--- config.mk ---
export PLATFORM = sky130hd
export DESIGN_NAME = rf_wr_arbiter
export DESIGN_NICKNAME = d
export VERILOG_FILES = /design/src/rtl/rf_pkg.sv /design/src/rtl/rr_arbiter.sv /design/src/rtl/rf_wr_arbiter.sv
export SDC_FILE = /design/constraint.sdc
export NUM_CORES = 1
export LEC_CHECK = 0
export BUFFER_PORTS_ARGS = -buffer_cell sky130_fd_sc_hd__buf_2
export CAP_MARGIN = 20
export CORE_MARGIN = 2
export CORE_UTILIZATION = 40
export DETAILED_ROUTE_END_ITERATION = 10
export PLACE_DENSITY = 0.75
export SLEW_MARGIN = 20
export SYNTH_ARGS = -nofsm -noshare
export SYNTH_HDL_FRONTEND = slang
export SYNTH_SLANG_ARGS = --single-unit
--- constraint.sdc ---
create_clock -name clk -period 1.2 [get_ports clk]
set_input_delay 0.06 -clock clk [delete_from_list [all_inputs] [get_ports clk]]
set_output_delay 0.06 -clock clk [all_outputs]
set_load 0.01 [all_outputs]
--- src/rtl/rf_pkg.sv ---
// Shared definitions for the register-file write arbiter: FSM state
// encoding and a constant-evaluable ceiling-log2 helper.
package rf_pkg;

  typedef enum logic {
    CLEAR = 1'b0,
    RUN   = 1'b1
  } state_e;

  // Ceiling log2; returns the number of bits needed to index 'value' items.
  function automatic int clog2(input int value);
    int result;
    result = 0;
    for (int i = 0; i < 31; i++) begin
      if ((1 << i) < value) result = i + 1;
    end
    return result;
  endfunction

endpackage : rf_pkg

--- src/rtl/rr_arbiter.sv ---
// One-hot round-robin grant. The requester at index ptr_i has the highest
// priority, priority then descends with wrap-around back to index 0.
module rr_arbiter
  import rf_pkg::*;
#(
  parameter int N     = 2,
  parameter int PTR_W = clog2(N)
) (
  input  logic [N-1:0]     req_i,
  input  logic [PTR_W-1:0] ptr_i,
  output logic [N-1:0]     gnt_o
);

  logic [N-1:0] upper_mask;
  logic [N-1:0] req_upper;
  logic [N-1:0] pick_upper;
  logic [N-1:0] pick_any;

  // Prefer the lowest request at or above the pointer, else wrap to the lowest overall.
  always_comb begin
    // NOTE: every signal written here gets a value on every path; a missing
    // default in combinational logic would infer a latch.
    upper_mask = '0;
    for (int i = 0; i < N; i++) begin
      upper_mask[i] = (i >= int'(ptr_i));
    end
    req_upper  = req_i & upper_mask;
    pick_upper = req_upper & (~req_upper + N'(1));
    pick_any   = req_i & (~req_i + N'(1));
    gnt_o      = (|req_upper) ? pick_upper : pick_any;
  end

endmodule : rr_arbiter

--- src/rtl/rf_wr_arbiter.sv ---
// Register-file write-port arbiter. After reset it zeroes every register,
// one per cycle, then arbitrates N_REQ write requesters round-robin and
// presents the accepted write one cycle after the handshake.
module rf_wr_arbiter
  import rf_pkg::*;
#(
  parameter  int WIDTH   = 32,
  parameter  int DEPTH   = 32,
  parameter  int N_REQ   = 2,
  parameter  bit ZERO_R0 = 1'b1,
  localparam int ADDR_W  = clog2(DEPTH)
) (
  input  logic                      clk,
  input  logic                      rst,
  input  logic [N_REQ-1:0]          i_req_valid,
  input  logic [N_REQ*ADDR_W-1:0]   i_req_addr,
  input  logic [N_REQ*WIDTH-1:0]    i_req_data,
  output logic [N_REQ-1:0]          o_req_ready,
  output logic                      o_wr_en,
  output logic [ADDR_W-1:0]         o_wr_addr,
  output logic [WIDTH-1:0]          o_wr_data,
  output logic                      o_busy
);

  localparam int PTR_W = clog2(N_REQ);

  state_e              state_q, state_d;
  logic [ADDR_W-1:0]   cnt_q, cnt_d;
  logic [PTR_W-1:0]    ptr_q, ptr_d;
  logic                wr_en_q, wr_en_d;
  logic [ADDR_W-1:0]   wr_addr_q, wr_addr_d;
  logic [WIDTH-1:0]    wr_data_q, wr_data_d;

  logic [N_REQ-1:0]    req_run;
  logic [N_REQ-1:0]    gnt;
  logic                handshake;
  logic [ADDR_W-1:0]   sel_addr;
  logic [WIDTH-1:0]    sel_data;
  logic [PTR_W-1:0]    sel_next_ptr;
  logic                clear_active;

  // Requests are only visible to the arbiter once the clear has finished.
  assign req_run   = (state_q == RUN) ? i_req_valid : '0;
  assign handshake = |gnt;

  rr_arbiter #(
    .N     (N_REQ),
    .PTR_W (PTR_W)
  ) u_rr_arbiter (
    .req_i (req_run),
    .ptr_i (ptr_q),
    .gnt_o (gnt)
  );

  // Mux out the granted requester's payload and the pointer that follows it.
  always_comb begin
    sel_addr     = '0;
    sel_data     = '0;
    sel_next_ptr = ptr_q;
    for (int k = 0; k < N_REQ; k++) begin
      if (gnt[k]) begin
        sel_addr     = i_req_addr[k*ADDR_W +: ADDR_W];
        sel_data     = i_req_data[k*WIDTH +: WIDTH];
        sel_next_ptr = (k == N_REQ - 1) ? '0 : PTR_W'(k + 1);
      end
    end
  end

  // Next-state: clear counter sweep in CLEAR, handshake capture in RUN.
  always_comb begin
    state_d   = state_q;
    cnt_d     = cnt_q;
    ptr_d     = ptr_q;
    wr_en_d   = 1'b0;
    wr_addr_d = wr_addr_q;
    wr_data_d = wr_data_q;
    case (state_q)
      CLEAR: begin
        // Track the clear address so RUN starts out holding the last clear write.
        wr_addr_d = cnt_q;
        wr_data_d = '0;
        if (cnt_q == ADDR_W'(DEPTH - 1)) begin
          state_d = RUN;
          cnt_d   = '0;
        end else begin
          cnt_d = cnt_q + ADDR_W'(1);
        end
      end
      RUN: begin
        if (handshake) begin
          ptr_d     = sel_next_ptr;
          wr_addr_d = sel_addr;
          wr_data_d = sel_data;
          // A write to the hardwired-zero register is accepted but dropped.
          wr_en_d   = !(ZERO_R0 && (sel_addr == '0));
        end
      end
      default: state_d = CLEAR;
    endcase
  end

  // State and write-stage registers with synchronous reset.
  always_ff @(posedge clk) begin
    // NOTE: sequential state uses non-blocking assignments so every register
    // samples pre-edge values regardless of statement order.
    if (rst) begin
      state_q   <= CLEAR;
      cnt_q     <= '0;
      ptr_q     <= '0;
      wr_en_q   <= 1'b0;
      wr_addr_q <= '0;
      wr_data_q <= '0;
    end else begin
      state_q   <= state_d;
      cnt_q     <= cnt_d;
      ptr_q     <= ptr_d;
      wr_en_q   <= wr_en_d;
      wr_addr_q <= wr_addr_d;
      wr_data_q <= wr_data_d;
    end
  end

  // The clear write is driven straight from the counter; reset masks it.
  assign clear_active = (state_q == CLEAR) && !rst;
  assign o_wr_en      = clear_active | wr_en_q;
  assign o_wr_addr    = clear_active ? cnt_q : wr_addr_q;
  assign o_wr_data    = clear_active ? '0 : wr_data_q;
  assign o_busy       = (state_q == CLEAR);
  assign o_req_ready  = gnt;

endmodule : rf_wr_arbiter
Word level (Yosys, flattened, before mapping)
Cells that the tools add are included.
{ "word_totals": {"output_inout_bits": 41, "wordCells": 46, "reg_bits": 45, "input_bits": 78} }
{ "op_classes": {"n_eq_ne": 2, "bitwise": 8, "reduce_logical": 9, "n_addsub": 3, "n_mux": 17, "order_cmp": 1} }
{ "ops": {"columns": ["cell", "count"], "rows": [
  ["$mux 32", 4],
  ["$pmux 32 s2", 1],
  ["$mux 5", 5],
  ["$pmux 5 s2", 1],
  ["$and 2x2->2", 3],
  ["$add 5x1->5 const B", 1],
  ["$eq 5x5->1 const B", 1],
  ["$logic_not 5->1", 1],
  ["$add 2x1->2 const B", 2],
  ["$mux 1", 4],
  ["$mux 2", 2],
  ["$not 2->2", 2],
  ["$reduce_or 2->1", 2],
  ["$reduce_and 3->1", 1],
  ["$reduce_or 3->1", 1],
  ["$logic_not 1->1", 2],
  ["$ne 2x1->1 const B", 1],
  ["$not 1->1", 2],
  ["$reduce_bool 2->1", 1],
  ["$ge 1x1->1 const A", 1],
  ["$logic_and 1x1->1", 1],
  ["$or 1x1->1", 1]
]} }

Logic depth before layout (Yosys ltp)
Gate-level depths: netlist (run 1).
{ "depth": {"depth_word": 10, "ltp_mapped": 6} }

Modules after synthesis
A second synthesis (run 1) with hierarchy kept.
{ "unflattened": {"cells_unflattened": 268, "area_unflattened_um2": 2496.1} }
{ "by_module_without_submodules": {"columns": ["module", "instances", "cells_each", "area_each_um2", "seq_area_each_um2"], "rows": [
  ["rf_wr_arbiter", 1, 265, 2477.4, 900.9],
  ["rr_arbiter", 1, 3, 18.8, 0.0]
]} }

Worst setup path after synthesis (run 1)
No wires, ideal clock.
{ "synth_timing": {"kind": "register to register", "start": "register cnt_q[0]", "end": "register cnt_q[3]", "setup_ns": 0.070, "period_less_slack_ns": 1.372, "stages_incl_launch_ff": 7, "setup_slack_ns": -0.172, "t_arrival_ns": 1.303, "path_buffers": 0, "path_cell_list": "dfxtp_1 -> ha_1 -> and3_1 -> ha_1 -> nor3_1 -> nand4_1 -> a21oi_1"} }
{ "synth_between": {"elab_chain_len": 2, "word_cells_on_any_way": 3, "classes_between": "add/sub: 1; eq/ne: 1; mux: 1"} }
{ "synth_lines": {"columns": ["element", "line", "text"], "rows": [
  ["start, declared", "rf_wr_arbiter.sv:28", "logic [ADDR_W-1:0] cnt_q, cnt_d;"],
  ["start signal, assigned", "rf_wr_arbiter.sv:115", "cnt_q <= cnt_d;"],
  ["$add 5x1->5 / $eq 5x5->1 (equally long branches)", "rf_wr_arbiter.sv:86, rf_wr_arbiter.sv:82", null],
  ["$mux 5 (*)", "rf_wr_arbiter.sv:82", "if (cnt_q == ADDR_W'(DEPTH - 1)) begin"]
]} }
Every way passes the cells marked *; elsewhere a longest branch is shown, timed or not.
A chain may end at the register's enable or synchronous reset.

Worst setup path in the final report (run 1)
{ "layout_timing": {"start": "register state_q", "end": "output port o_wr_data[29]"} }
{ "layout_between": {"elab_chain_len": 3} }
{ "layout_lines": {"columns": ["element", "line", "text"], "rows": [
  ["start, declared", "rf_wr_arbiter.sv:27", "state_e state_q, state_d;"],
  ["start signal, assigned", "rf_wr_arbiter.sv:114", "state_q <= state_d;"],
  ["$not 1->1", null, null],
  ["$logic_and 1x1->1", "rf_wr_arbiter.sv:124", "assign clear_active = (state_q == CLEAR) && !rst;"],
  ["$mux 32", "rf_wr_arbiter.sv:127", "assign o_wr_data = clear_active ? '0 : wr_data_q;"],
  ["end, declared", "rf_wr_arbiter.sv:21", "output logic [WIDTH-1:0] o_wr_data,"]
]} }
Every way passes these cells.

==> results of run 1 <==
final cells by class:
type	instances	share of cell area, %
sequential	45	24.2
multi-input combinational	193	39.6
timing repair buffer	160	30.7
tap	72	2.40
clock inverter	1	0.133
inverter	4	0.400
clock buffer	7	2.57
final timing paths:
check	cells after the start	endpoint	slack [ns]
worst max-delay path	6	o_wr_data[29]	-0.23
worst min-delay path	3	wr_data_q[29]$_SDFFE_PP0P_	0.03
worst max register to register	6	wr_data_q[24]$_SDFFE_PP0P_	-0.21
worst min register to register	2	wr_data_q[10]$_SDFFE_PP0P_	0.44
layer usage:
layer	up-vias	global-route usage [%]
met3	10	3.93
met1	1119	22.7
met5	-	0
met2	90	38.8
li1	1190	-
met4	0	7.63
flip-flops by register name (all words and copies together), names as in the netlist:
name	cells
ptr_q	1
wr_data_q	32
wr_en_q	1
cnt_q	5
wr_addr_q	5
state_q	1
synthesized netlist by cell type, types with 2 or more instances:
master and instances:
dfxtp_1 45, nand2_1 40, o21ai_1 35, mux2i_1 34, nor2b_1 33, nor2_1 9
buf_2 6, mux2_2 5, a22oi_1 4, buf_4 4, inv_1 4, a21oi_1 3
a32o_1 3, buf_6 3, clkbuf_1 3, a21o_1 2, a22o_1 2, ha_1 2
nand2b_4 2, nor3_1 2, o21ai_0 2, o32ai_1 2
per-stage QoR:
stage / utilization (%) / hold WS [ns] / instance area [um2]
floorplan: - / 0.233 / 2360
global placement: 56.3 / 0.318 / 3120
detailed placement: 56.3 / 0.326 / 3120
CTS: 64.3 / 0.0322 / 3560
global route: 67.8 / 0.0355 / 3750
finish: 67.8 / 0.0313 / 3750
power breakdown:
part           internal (mW)  switching [mW]  total (mW)
clock                  0.521           0.489        1.01
combinational          0.240           0.183       0.424
sequential              1.50          0.0121        1.52
total                   2.27           0.685        2.95
logic make-up after synthesis:
logic type               Yosys count  synth area share, %
AND/OR/NAND/NOR                   93                 21.3
flip-flops                        45                 38.9
AO/OA/AOI/OAI                     58                 15.8
buffers and inverters             21                 5.83
adder cells (fa/ha/maj)            2                 1.08
multiplexers                      39                 17.1
what timing repair did:
item / in CTS / in global routing
setup buffers: 13 / 2
pin swaps: 5 / 2
setup endpoints to repair: 81 / 82
cloned: 6 / 1
resized for setup: 37 / 31
critical path: stages, from the launching register on:
cell	delay (ns)
dfxtp_4	0.38
nor2_4	0.04
buf_8	0.15
buf_12	0.14
buf_6	0.12
nor2b_1	0.12
buf_2	0.14
==> reports/qor.yml, run 1 <==
global_route:
  antenna_found_initial: 0
  grt_use_total_pct: 20.6
  grt_pass1_wl_mm: 10.3
  grt_pass1_vias: 2274
  gr-total-overflow: 0
  grt_start_max_net_pins: 16
layout:
  nNetsFinal: 489
  final_cell_mix: "buf_2, dfxtp_1, nand2_1"
  layout-drive-gt1-share_pct: 52.0
  multiInputGateArea_um2: 1490
  final_common_cell: "buf_2"
  ff_latch_area_um2: 910
  synthToLayoutAreaGrowth_pct: 62.0
  finalNonFillerCells: 482
  antenna_cells: 0
  fillers: 424
place:
  io_buffer_count: 118
  place_inst: 452
  gp_congestion: 0.813
  post-place-ws_ns: -0.148
  place_hpwl_mm: 4.45
synthesis:
  synth_nets: 338
  avgSynthCellArea_um2: 8.98
  synth_area_leaders: "dfxtp_1, mux2i_1, nor2b_1"
  synth_edf_count: 0
  synth_ff_type: "dfxtp_1"
  postSynthCellCount: 258
  synth_seq_cells: 45
  yosys.area.top_type: "dfxtp_1"
  syn_area_um2: 2320
  yosysUniqueCellTypes: 35
  synth_top_area_share_pct: 38.9
  async_flop_share_pct: 0
  yosys_warnings: 0
  yosysSeqAreaShare_pct: 38.9
floorplan:
  core_area_um2: 5540
  rows: 27
  die_y_um: 80.1
  initial_core_util_pct: 41.8
  io_pins: 119
  fp.dieArea_um2: 6420
  die_w_um: 80.1
sta:
  slew_viol_final: 0
  slew_headroom_pct: 80.9
  final.setup.tns_ns: -9.90
  rsz0062_at_grt: "true"
  worst_pin_slew_ns: 0.286
  fin_crit_sh_pct: 119
  worst_slack_ns: -0.232
  setup_violations: 79
  clock.fmax_mhz: 699
  fin_worst_skew_ns: 0.00414
  fin_crit_ns: 1.43
  hold_viol: 0
clock_network:
  cts_num_sinks: 45
  clockRootBuffer: "clkbuf_8"
  numCtsBuffers: 5
  cts.reportedPaths.clkPinSlew_ns: 0.08
  cts_tree: "yes"
  holdBufCountCts: 0
  cts_htree_levels: 2
  cts_buffer_depth: 2
  clk_latency_ns: 0.29
drt:
  drt-total-wl_mm: 7.21
  via_count: 2409
  drc: 0
  antenna_left: 0
  avgViaCountPerCell: 5.00
  drt_first_iter_violations: 88
  route.top_layer_used: "met4"
  drt-pass1-iter-count: 4
  dr_wl_met3_um: 460
  avgRoutedWirePerCell_um: 15.0
  route.met2.wl_mm: 3.70
  routedLengthMet1_mm: 2.94
status:
  outcome: "finished, violations left"
  violations: "setup timing"
pwr:
  leakagePower_nw: 1.89
  vdd_drop_max_mv: 0.450
  fin_total_pwr_mw: 2.95
  power.density_nw_per_um2: 786
hold_path:
  hold_start: "i_req_data[61]"
  hold_class: "in -> reg"
setup_path:
  critical_path_required_ns: 1.14
  crit_fanout: 6
  path_class: "reg -> out"
  r2r-start: "state_q$_SDFF_PP0_"
  worstSetupEndpointType: "output port"
  cp-startpoint: "state_q$_SDFF_PP0_"
  crit_path_start_kind: "flip-flop"
  arrival_ns: 1.37
run:
  max_cap_violations: 0
(Power assumes the default switching activity.)
==> inputs of run 2 (changes only) <==
- SKIP_CTS_REPAIR_TIMING: default -> 1
==> run 2 against run 1 <==
The run still ends with setup timing left. Worst hold slack improved by 0.0039 ns. Register-to-register slack better by 0.05 ns. Die area unchanged. Routed wire length fell by 10%. Count of clock-buffer cells in the layout stayed put. Clock power barely moved. Power decreased by 0.87%. Critical endpoint is now o_wr_en. Largest cell class unchanged.
==> reports/qor.yml, run 2 (synthesized netlist as in run 1, its figures left out) <==
drt:
  avgViaCountPerCell: 4.91
  drt-pass1-iter-count: 6
  via_count: 2301
  drc: 0
  drt_first_iter_violations: 84
  avgRoutedWirePerCell_um: 13.8
  drt-total-wl_mm: 6.45
  antenna_left: 0
layout:
  design_area_um2: 3570
  largest_reg_flops: 32
  final_cell_mix: "buf_2, dfxtp_1, nand2_1"
  nNetsFinal: 476
  top_register: "wr_data_q"
  synthToLayoutAreaGrowth_pct: 54.1
  antenna_cells: 0
  reg_top3: "wr_data_q: 32 flops, cnt_q: 5 flops, wr_addr_q: 5 flops"
  layout-drive-gt1-share_pct: 48.1
  final_common_cell: "buf_2"
floorplan:
  rows: 27
  core_area_um2: 5540
  fp.dieArea_um2: 6420
  initial_core_util_pct: 41.8
  die_w_um: 80.1
  io_pins: 119
  die_y_um: 80.1
clock_network:
  cts.reportedPaths.clkPinSlew_ns: 0.08
  numCtsBuffers: 5
  cts_buffer_depth: 2
  clockRootBuffer: "clkbuf_8"
  cts_htree_levels: 2
  cts_num_sinks: 45
  clk_latency_ns: 0.29
  cts_tree: "yes"
pwr:
  power.density_nw_per_um2: 819
  vdd_drop_max_mv: 0.409
  leakagePower_nw: 1.82
setup_path:
  cp_num_buf_inv: 3
  critPathMaxStageDelay_ns: 0.39
  path_class: "reg -> out"
  cp_slowest_cell: "dfxtp_4"
  critical_path_required_ns: 1.14
  crit_fanout: 12
  critPathTopFamily: "buffers and inverters"
  path_cells: "nor2_4 > buf_12 > buf_12 > or2_4 > buf_6"
  crit_path_frequent_cell: "buf_12"
  arrival_ns: 1.36
  crit_path_start_kind: "flip-flop"
  worstSetupEndpointType: "output port"
sta:
  worst_pin_slew_ns: 0.357
  fin_crit_ns: 1.42
  slew_headroom_pct: 76.2
  fin_worst_skew_ns: 0.00342
  fin_crit_sh_pct: 118
  clock.fmax_mhz: 705
  setup_violations: 82
  slew_viol_final: 0
  rsz0062_at_grt: "true"
  worst_slack_ns: -0.218
  hold_viol: 0
  hold_slack_ns: 0.0351
global_route:
  grt_pass1_vias: 2000
  grt_pass1_wl_mm: 8.85
  gr-total-overflow: 0
  grt_start_max_net_pins: 24
  antenna_found_initial: 0
  grt_use_total_pct: 17.6
status:
  violations: "setup timing"
  outcome: "finished, violations left"
place:
  io_buffer_count: 118
  postPlaceCellArea_um2: 3120
  place_hpwl_mm: 4.45
  gp_congestion: 0.813
hold_path:
  hold_class: "in -> reg"
run:
  max_cap_violations: 0
[run 2: area by class of cell]
cell class	count	area (um2)
Sequential cell	45	910
Clock inverter	1	5.00
Inverter	4	15.0
Timing Repair Buffer	147	995
Fill cell	467	1970
Tap cell	72	90.1
Multi-Input combinational cell	193	1460
Clock buffer	7	96.3
[run 2: path summary, 6_finish.rpt]
check / start / slack [ns] / cells past startpoint / endpoint
setup / recovery: state_q$_SDFF_PP0_ / -0.22 / 5 / o_wr_en
hold / removal: i_req_data[43] / 0.04 / 3 / wr_data_q[11]$_SDFFE_PP0P_
setup reg to reg: state_q$_SDFF_PP0_ / -0.16 / 7 / wr_data_q[5]$_SDFFE_PP0P_
hold reg to reg: wr_data_q[27]$_SDFFE_PP0P_ / 0.44 / 2 / wr_data_q[27]$_SDFFE_PP0P_
[run 2: worst register-to-register path, cell delays in order (launching register included)]
cell and delay, ns:
dfxtp_4 0.39, buf_4 0.17, nand2b_4 0.07, nor3_4 0.23
buf_4 0.19, clkbuf_16 0.13, nand2_1 0.05, o21ai_1 0.06
[run 2: where the power goes]
part	switching (mW)	internal, mW	total [mW]
Combinational	0.172	0.227	0.399
Sequential	0.0135	1.50	1.52
Clock	0.487	0.521	1.01
[run 2: per-layer routing]
metal	GRT usage [%]	up-vias	wire, um	share of wire (%)
met3	3.82	8	394	6.1
met5	0	-	0	0
li1	-	1164	-	-
met1	20.2	1052	2680	41
met4	6.95	0	87	1.3
met2	31.5	77	3290	51
[run 2: stage by stage]
stage	utilization, %	TNS, ns	total power, mW	worst slack (ns)	cells
after global routing	64.5	-13.47	3.06	-0.268	469
after detailed placement	56.3	-3.85	1.87	-0.148	452
after CTS	58.1	-16.00	2.86	-0.371	460
after global placement	56.3	-2.18	1.86	-0.0847	452
after floorplan	-	-0.0423	1.69	-0.0292	258
final	64.5	-8.35	2.92	-0.218	469
==> inputs of run 3 (changes only) <==
- PLACE_DENSITY: 0.75 -> 0.74
==> run 3 against run 2 <==
The flow still finishes with violations (setup timing). Setup slack worse by 0.0014 ns. Global-route usage is 0.86 points lower. Non-clock buffer count is 4 higher. Critical endpoint is now o_wr_addr[2]. Highest routed layer unchanged.
==> reports/qor.yml, run 3 (synthesized netlist as in run 1, its figures left out) <==
layout:
  nNetsFinal: 480
  multiInputGateArea_um2: 1430
  fin_util_pct: 63.6
  layout-drive-gt1-share_pct: 48.6
  design_area_um2: 3520
  antenna_cells: 0
  fillers: 468
  synthToLayoutAreaGrowth_pct: 52.1
  reg_top3: "wr_data_q: 32 flops, cnt_q: 5 flops, wr_addr_q: 5 flops"
  largest_reg_flops: 32
  final_common_cell: "buf_2"
  final_cell_mix: "buf_2, dfxtp_1, nand2_1"
  top_register: "wr_data_q"
  ff_latch_area_um2: 911
setup_path:
  worstSetupEndpointType: "output port"
  crit_path_start_kind: "flip-flop"
  path_class: "reg -> out"
  crit_fanout: 5
  arrival_ns: 1.36
  critical_path_required_ns: 1.14
run:
  max_cap_violations: 0
clock_network:
  cts_buffer_depth: 2
  cts_num_sinks: 45
  cts_htree_levels: 2
  clockRootBuffer: "clkbuf_8"
  clk_latency_ns: 0.29
  cts.reportedPaths.clkPinSlew_ns: 0.08
  numCtsBuffers: 5
  cts_tree: "yes"
status:
  outcome: "finished, violations left"
  violations: "setup timing"
global_route:
  grt_use_total_pct: 16.7
  grt_pass1_wl_mm: 8.68
  grt_start_max_net_pins: 26
  gr-total-overflow: 0
  grt_pass1_vias: 2018
  antenna_found_initial: 0
sta:
  worst_pin_slew_ns: 0.295
  slew_viol_final: 0
  fin_crit_sh_pct: 118
  setup_violations: 75
  fin_worst_skew_ns: 0.00726
  hold_viol: 0
  slew_headroom_pct: 80.3
  worst_slack_ns: -0.219
  fin_crit_ns: 1.42
  clock.fmax_mhz: 705
  final.setup.tns_ns: -8.50
  rsz0062_at_grt: "true"
pwr:
  vdd_drop_max_mv: 0.419
  power.density_nw_per_um2: 793
  leakagePower_nw: 1.80
  fin_total_pwr_mw: 2.79
place:
  postPlaceCellArea_um2: 3130
  gp_congestion: 0.809
  place_hpwl_mm: 4.46
  post-place-ws_ns: -0.151
  io_buffer_count: 118
drt:
  avgRoutedWirePerCell_um: 12.8
  avgViaCountPerCell: 4.79
  drt_first_iter_violations: 124
  drt-pass1-iter-count: 4
  antenna_left: 0
  via_count: 2268
  drt-total-wl_mm: 6.04
  drc: 0
floorplan:
  rows: 27
  die_y_um: 80.1
  die_w_um: 80.1
  io_pins: 119
  fp.dieArea_um2: 6420
  core_area_um2: 5540
  initial_core_util_pct: 41.8
hold_path:
  hold_class: "in -> reg"
## run 3: where the power goes
part	switching (mW)	internal (mW)
clock	0.481	0.404
sequential	0.0110	1.50
combinational	0.164	0.229
## run 3: per-stage QoR
step                hold slack (ns)  instances
floorplan                     0.233        258
global placement              0.320        453
detailed placement            0.331        453
CTS                          0.0195        461
global route                 0.0305        473
finish                       0.0372        473
## run 3: area by class of cell
cell class | instances | share of cell area [%]
sequential | 45 | 25.8
tap | 72 | 2.56
inverter | 4 | 0.426
clock inverter | 2 | 0.284
timing repair buffer | 151 | 28.3
clock buffer | 6 | 2.06
multi-input combinational | 193 | 40.5
## run 3: worst max-delay path: stages (launching register included)
cell and delay [ns]:
dfxtp_4 0.37, nor2_4 0.13, buf_6 0.15, mux2_4 0.30, buf_6 0.12
## run 3: final timing paths
check | from | endpoint | slack [ns] | cells past startpoint
worst max-delay path | state_q$_SDFF_PP0_ | o_wr_addr[2] | -0.22 | 4
worst min-delay path | i_req_data[44] | wr_data_q[12]$_SDFFE_PP0P_ | 0.04 | 3
worst max register to register | state_q$_SDFF_PP0_ | wr_data_q[14]$_SDFFE_PP0P_ | -0.16 | 6
worst min register to register | wr_data_q[28]$_SDFFE_PP0P_ | wr_data_q[28]$_SDFFE_PP0P_ | 0.44 | 2
## run 3: layer usage
layer	global-route usage, %	vias up	part of all wire (%)
met4	3.73	0	0.65
met5	0	-	0
met1	19.6	995	42
met2	31.1	98	50
li1	-	1169	-
met3	3.26	6	7.8
